--- config.mk ---
export PLATFORM = sky130hd
export DESIGN_NAME = cdc_word_sender
export DESIGN_NICKNAME = d
export VERILOG_FILES = /design/src/rtl/cdc_pkg.sv /design/src/rtl/sync_chain.sv /design/src/rtl/cdc_word_sender.sv
export SDC_FILE = /design/constraint.sdc
export NUM_CORES = 1
export LEC_CHECK = 0
export BUFFER_PORTS_ARGS = -buffer_cell sky130_fd_sc_hd__buf_2
export CORE_MARGIN = 1
export CORE_UTILIZATION = 54
export CTS_CLUSTER_DIAMETER = 100
export CTS_CLUSTER_SIZE = 14
export DETAILED_ROUTE_END_ITERATION = 16
export PLACE_DENSITY = 0.85
export SETUP_SLACK_MARGIN = 0.1
export SLEW_MARGIN = 5
export SYNTH_ARGS = -nofsm -noshare
export SYNTH_HDL_FRONTEND = slang
export SYNTH_SLANG_ARGS = --single-unit
--- constraint.sdc ---
create_clock -name clockIn -period 4.4 [get_ports clockIn]
set_input_delay 0.88 -clock clockIn [delete_from_list [all_inputs] [get_ports clockIn]]
set_output_delay 0.88 -clock clockIn [all_outputs]
set_load 0.01 [all_outputs]
--- src/rtl/cdc_pkg.sv ---
// Definitions shared by both ends of the toggle request/acknowledge word crossing.
package cdc_pkg;

    typedef enum logic [1:0] {ALIGN, IDLE, WAIT} cdc_state_t;

    localparam int DEFAULT_SYNC_STAGES = 2;

    // Ceiling log2; returns 0 for values of 0 or 1.
    function automatic int clog2(input int value);
        int result;
        result = 0;
        for (int i = 0; i < 32; i++) begin
            if ((1 << result) < value) result = result + 1;
        end
        return result;
    endfunction

endpackage

--- src/rtl/sync_chain.sv ---
// Multi-flop synchroniser for a single toggle level crossing into clk.
module sync_chain
    import cdc_pkg::*;
#(
    parameter int STAGES = DEFAULT_SYNC_STAGES
) (
    input  logic clk,
    input  logic rst,
    input  logic d,
    output logic q
);

    // The chain keeps sampling while rst is high, so q already reflects the far
    // side at reset release; the sender's ALIGN state depends on that.
    (* async_reg = "true", shreg_extract = "no", dont_touch = "true" *)
    logic [STAGES-1:0] sync_q;

    logic unused_rst;
    assign unused_rst = rst;

    always_ff @(posedge clk) begin
        sync_q <= {sync_q[STAGES-2:0], d};
    end

    assign q = sync_q[STAGES-1];

endmodule

--- src/rtl/cdc_word_sender.sv ---
// Source-side end of the toggle req/ack word crossing: holds one word stable,
// flips reqToggle and waits for the synchronised acknowledge to match.
module cdc_word_sender
    import cdc_pkg::*;
#(
    parameter int WIDTH       = 32,
    parameter int SYNC_STAGES = DEFAULT_SYNC_STAGES,
    parameter int TIMEOUT     = 1023
) (
    input  logic             clockIn,
    input  logic             s_reset0,
    input  logic [WIDTH-1:0] dataIn,
    input  logic             validIn,
    output logic             readyOut,
    output logic [WIDTH-1:0] dataHold,
    output logic             reqToggle,
    input  logic             ackToggleAsync,
    output logic             busy,
    output logic             timeoutError,
    input  logic             clearError
);

    localparam int               CNT_W   = (clog2(TIMEOUT + 1) < 1) ? 1 : clog2(TIMEOUT + 1);
    localparam logic [CNT_W-1:0] CNT_MAX = CNT_W'(TIMEOUT);
    localparam logic             WDOG_ON = (TIMEOUT > 0);

    cdc_state_t       state;
    logic             ackSync;
    logic [CNT_W-1:0] wait_cnt;
    logic             acked;
    logic             accept;
    logic             timeout_hit;

    sync_chain #(
        .STAGES(SYNC_STAGES)
    ) u_ack_sync (
        .clk(clockIn),
        .rst(s_reset0),
        .d  (ackToggleAsync),
        .q  (ackSync)
    );

    assign acked       = (ackSync == reqToggle);
    assign accept      = validIn && readyOut;
    // Fires on the edge that moves the counter onto TIMEOUT.
    assign timeout_hit = WDOG_ON && (state == WAIT) && (wait_cnt == CNT_MAX - 1'b1);

    always_ff @(posedge clockIn or posedge s_reset0) begin
        if (s_reset0) begin
            state        <= ALIGN;
            readyOut     <= 1'b0;
            busy         <= 1'b0;
            reqToggle    <= 1'b0;
            dataHold     <= '0;
            wait_cnt     <= '0;
            timeoutError <= 1'b0;
        end else begin
            case (state)
                ALIGN: begin
                    if (acked) begin
                        state    <= IDLE;
                        readyOut <= 1'b1;
                    end
                end
                IDLE: begin
                    if (accept) begin
                        state     <= WAIT;
                        readyOut  <= 1'b0;
                        busy      <= 1'b1;
                        dataHold  <= dataIn;
                        reqToggle <= ~reqToggle;
                        wait_cnt  <= '0;
                    end
                end
                WAIT: begin
                    if (WDOG_ON && (wait_cnt != CNT_MAX)) wait_cnt <= wait_cnt + 1'b1;
                    // A late acknowledge still completes normally after a timeout.
                    if (acked) begin
                        state    <= IDLE;
                        readyOut <= 1'b1;
                        busy     <= 1'b0;
                    end
                end
                default: begin
                    state    <= ALIGN;
                    readyOut <= 1'b0;
                    busy     <= 1'b0;
                end
            endcase

            if (timeout_hit) timeoutError <= 1'b1;
            else if (clearError) timeoutError <= 1'b0;
        end
    end

endmodule
# Yosys cells after proc, flatten, opt, wreduce, memory -nomap -nowiden

Index checks and enable logic that the tools add are counted.
W data, S select, Z words.

Muxes and demuxes: 14
Bitwise logic cells: 2
Equality and inequality tests: 9
Reduce and logical (&&, ||, !) cells: 10
Add/sub/neg operators: 1

Operator list:

| kind                    | count |
|---|---|
| $mux W10                | 2 |
| $pmux W10 S2            | 1 |
| $add A10 B1 Y10 const B | 1 |
| $eq A10 B10 Y1 const B  | 1 |
| $ne A10 B10 Y1 const B  | 1 |
| $mux W1                 | 6 |
| $reduce_and A3 Y1       | 2 |
| $mux W2                 | 2 |
| $ne A2 B1 Y1 const B    | 2 |
| $ne A2 B2 Y1 const B    | 2 |
| $pmux W2 S2             | 1 |
| $reduce_and A2 Y1       | 2 |
| $reduce_bool A2 Y1      | 2 |
| $pmux W1 S3             | 1 |
| $eq A2 B1 Y1 const B    | 1 |
| $eq A2 B2 Y1 const B    | 1 |
| $logic_and A1 B1 Y1     | 2 |
| $logic_not A2 Y1        | 1 |
| $not A1 Y1              | 2 |
| $pmux W1 S2             | 1 |
| $reduce_or A2 Y1        | 1 |
| $eq A1 B1 Y1            | 1 |

Bits in registers: 50
Output and inout bits: 36
Word-level logic and storage cells: 44

# Longest topological paths before layout

Depth in word-level cells: 4
Gate-level depth with buffers: 5

# Cells and area by module

From an unflattened synthesis, not the netlist that was laid out.

Cell total of the unflattened synthesis: 159
Area total of the unflattened synthesis: 2107.0 µm²

By module, submodules not included:

| module          | instances | area an instance (µm²) | seq. area each (µm²) | cells an instance |
|---|---|---|---|---|
| cdc_word_sender | 1         | 2067.0                 | 1201.2               | 157 |
| sync_chain      | 1         | 40.0                   | 40.0                 | 2 |

# Worst setup path before layout

No wires, ideal clock.

Kind: input to register
From: input validIn
To: register dataHold[0]
Library setup time: 125 ps
Stages on the path: 3
Arrival: 1521 ps
Setup slack: 2754 ps
Cell sequence: nand4b_4 buf_6 mux2_4

Word-level cells in the longest chain between the ends: 2

Ends and longest elaborated chain:

| item                               | RTL line              | text |
|---|---|---|
| from (decl)                        | cdc_word_sender.sv:13 | `input logic validIn,` |
| $logic_and A1 B1 Y1                | cdc_word_sender.sv:44 | `assign accept = validIn && readyOut;` |
| $reduce_and A2 Y1 (no source line) | --                    |  |
| to (signal assigned)               | cdc_word_sender.sv:70 | `dataHold <= dataIn;` |
| to (decl)                          | cdc_word_sender.sv:15 | `output logic [WIDTH-1:0] dataHold,` |

Every way passes these cells.
A chain may end at the register's enable or synchronous reset.

# Final worst setup path

From: input validIn
To: register wait_cnt[5]

Word-level cells in the longest chain between the ends: 3

Ends and longest elaborated chain:

| item                               | RTL line              | text |
|---|---|---|
| $logic_and A1 B1 Y1                | cdc_word_sender.sv:44 |  |
| $ne A2 B2 Y1 (no source line)      | --                    |  |
| $reduce_and A3 Y1 (no source line) | --                    |  |
| to (signal assigned)               | cdc_word_sender.sv:76 | `if (WDOG_ON && (wait_cnt != CNT_MAX)) wait_cnt <= wait_cnt + 1'b1;` |
| to (decl)                          | cdc_word_sender.sv:29 | `logic [CNT_W-1:0] wait_cnt;` |

Every way passes these cells.

==> flow_metrics.tcl <==
set metrics [dict create \
    status "completed" \
    die_h_microns 66.06 \
    synth_common_cells "48 x dfrtp_1, 29 x mux2_4, 10 x nand2_1" \
    holdWs_ns 0.3339 \
    cts_setup_buffers 0 \
    syn_area_sq_mm 0.002216 \
    grtUsageTotal_pct 22.00 \
    synth_edf_count 0 \
    gr-total-overflow 0 \
    avgSynthCellArea_sq_um 13.94 \
    finalSetupViolations 0 \
    hold_depth 0 \
    drc 0 \
    vias_per_cell 5.370 \
    syn2layout_area_growth_pct 20.67 \
    grt_pass1_vias 1507 \
    ys.flop_type "dfrtp_1" \
    maxSlewViolCount 0 \
    rr_worst_depth 4 \
    die_w_microns 66.06 \
    drt_first_pass_iters 4 \
    hold_buffers 0 \
    seq_area_frac_synth_pct 56.01 \
    p_leak_nw 1.432 \
    clock_sinks 50 \
    synth.largest_area_cell "dfrtp_1" \
    layout-drive-gt1-share_pct 49.36 \
    period_needed_ns 2.352 \
    grt_max_degree 49 \
    hold_viol_final 0 \
    cts_tree "done" \
    async_flop_share_pct 96.00 \
    crit_chain "buf_2 -> nand4b_4 -> and2_1 -> o21ai_1 -> o311ai_1" \
    routed_wl_mm 4.336 \
    syn_nets 198 \
    drv_cap 0 \
    slowest_stage "nand4b_4" \
    post-place-ws_ns 1.768 \
    totalNegativeSetupSlack_ns 0 \
    fin_crit_sh_pct 53.45 \
    wl_per_cell_microns 15.43 \
    crit_type "in -> reg" \
    start_util_pct 58.33 \
    yosysMostFrequentCell "dfrtp_1" \
    clockRootBuffer "clkbuf_8" \
    path_buf_inv 1 \
    cts_buffers 5 \
    maxSlewHeadroom_pct 35.94 \
    die_area_sq_mm 0.004364 \
    io_pins 73 \
    worstPathRequired_ns 4.56 \
    slowest_delay_ns 0.73 \
    place.gp.congestion 0.7906 \
    synth-seq-cells 50 \
    ant_nets 0 \
    ys_types 37 \
    ctsResizeCount 0 \
    synth_top_area_share_pct 54.21 \
    rows 22 \
    setup_slack_ns 2.048 \
    crit_arrival_ns 2.51 \
    cp_max_fo 45 \
    drt_iter0_drc 75 \
    cpLargestDelayFamily "simple AND/OR/NAND/NOR gates" \
    fin_skew_ns 0.006990 \
    finalNetCount 271 \
    max_freq_mhz 425.2 \
    synthTopCellsByArea "dfrtp_1 54%, mux2_4 20%, nand3_1 2.0%" \
    finalPower_w 0.001788 \
    startpoint_type "primary input" \
    core_area_sq_mm 0.003799 \
    end_kind "flop" \
    clk_latency_ns 0.30 \
    rsz0062_at_grt "false" \
    path_depth 5 \
    power.density_mw_per_mm2 668.8 \
    grt_antenna_before_repair 0 \
    vias 1509 \
    port_buffers 72 \
    path_clk_slew_ns 0.08 \
    diodes 0 \
    yosys_warnings 0 \
    dpl.hpwl_mm 3.046 \
    tightest_slew_ns 0.9595 \
    holdCritPathClass "reg -> reg" \
    htreeDepth 2 \
    grt_pass1_wl_mm 7.120 \
    ir_drop_v 0.0004548 \
    cts_max_path_buffers 2 \
    syn_inst 159 \
]
[path summary, 6_finish.rpt]
path	start	slack (ns)	endpoint
setup reg to reg	state[1]	2.24	wait_cnt[5]
min in group asynchronous	s_reset0	0.78	dataHold[10]
hold / removal	u_ack_sync.sync_q[0]	0.33	u_ack_sync.sync_q[1]
hold reg to reg	u_ack_sync.sync_q[0]	0.33	u_ack_sync.sync_q[1]
setup / recovery	validIn	2.05	wait_cnt[5]
max in group asynchronous	s_reset0	3.01	dataHold[17]
[layer usage]
layer	global-route usage, %	share of wire, %	vias up
li1	-	-	717
met1	25.98	42	736
met2	38.90	51	51
met3	6.552	6.3	5
met4	5.585	0.92	0
met5	0	0	-
[flip-flops by register name, summed over array words and instances (netlist names)]
register	cells
busy	1
dataHold	32
readyOut	1
reqToggle	1
state	2
timeoutError	1
u_ack_sync.sync_q	2
wait_cnt	10
[report_power, final]
part	total, W	switching, W	internal, W	leakage, nW
clock network	0.000258	0.000145	0.000112	0.0452
logic	0.000746	0.000318	0.000428	0.779
registers	0.000785	0.000133	0.000652	0.608
total	0.00179	0.000596	0.00119	1.43
[layout by cell type, fill, tap and decap left out, types with 4 or more instances in the layout]
cell	n
mux2_4	29
nand2_1	10
mux2_2	4
clkbuf_8	5
dfrtp_1	48
nand3_1	9
buf_2	72
[cell type report]
cell class	count	area, sq um
Clock inverter	2	13.76
Timing Repair Buffer	72	360.3
Fill cell	271	1125
Sequential cell	50	1241
Tap cell	48	60.06
Multi-Input combinational cell	99	910.9
Inverter	4	15.01
Clock buffer	6	72.57
[stage by stage]
step	area, sq um	cells	util (%)
6_report	2674	281	70.39
3_3_place_gp	2587	273	68.12
5_1_grt	2674	281	70.39
4_1_cts	2674	281	70.39
2_1_floorplan	2216	159	-
3_5_place_dp	2587	273	68.12
[kinds of logic (layout without fill, tap and decap cells)]
group	after synthesis	in the layout	share of synthesized area, %
flops	50	50	56.01
mux	36	36	23.04
buf+inv	10	84	2.879
simple gates	38	38	9.600
xor+xnor	3	3	1.186
fa+ha+maj	2	2	1.129
compound gates	20	20	6.155
Note: power is estimated with default switching activity, not from simulation.
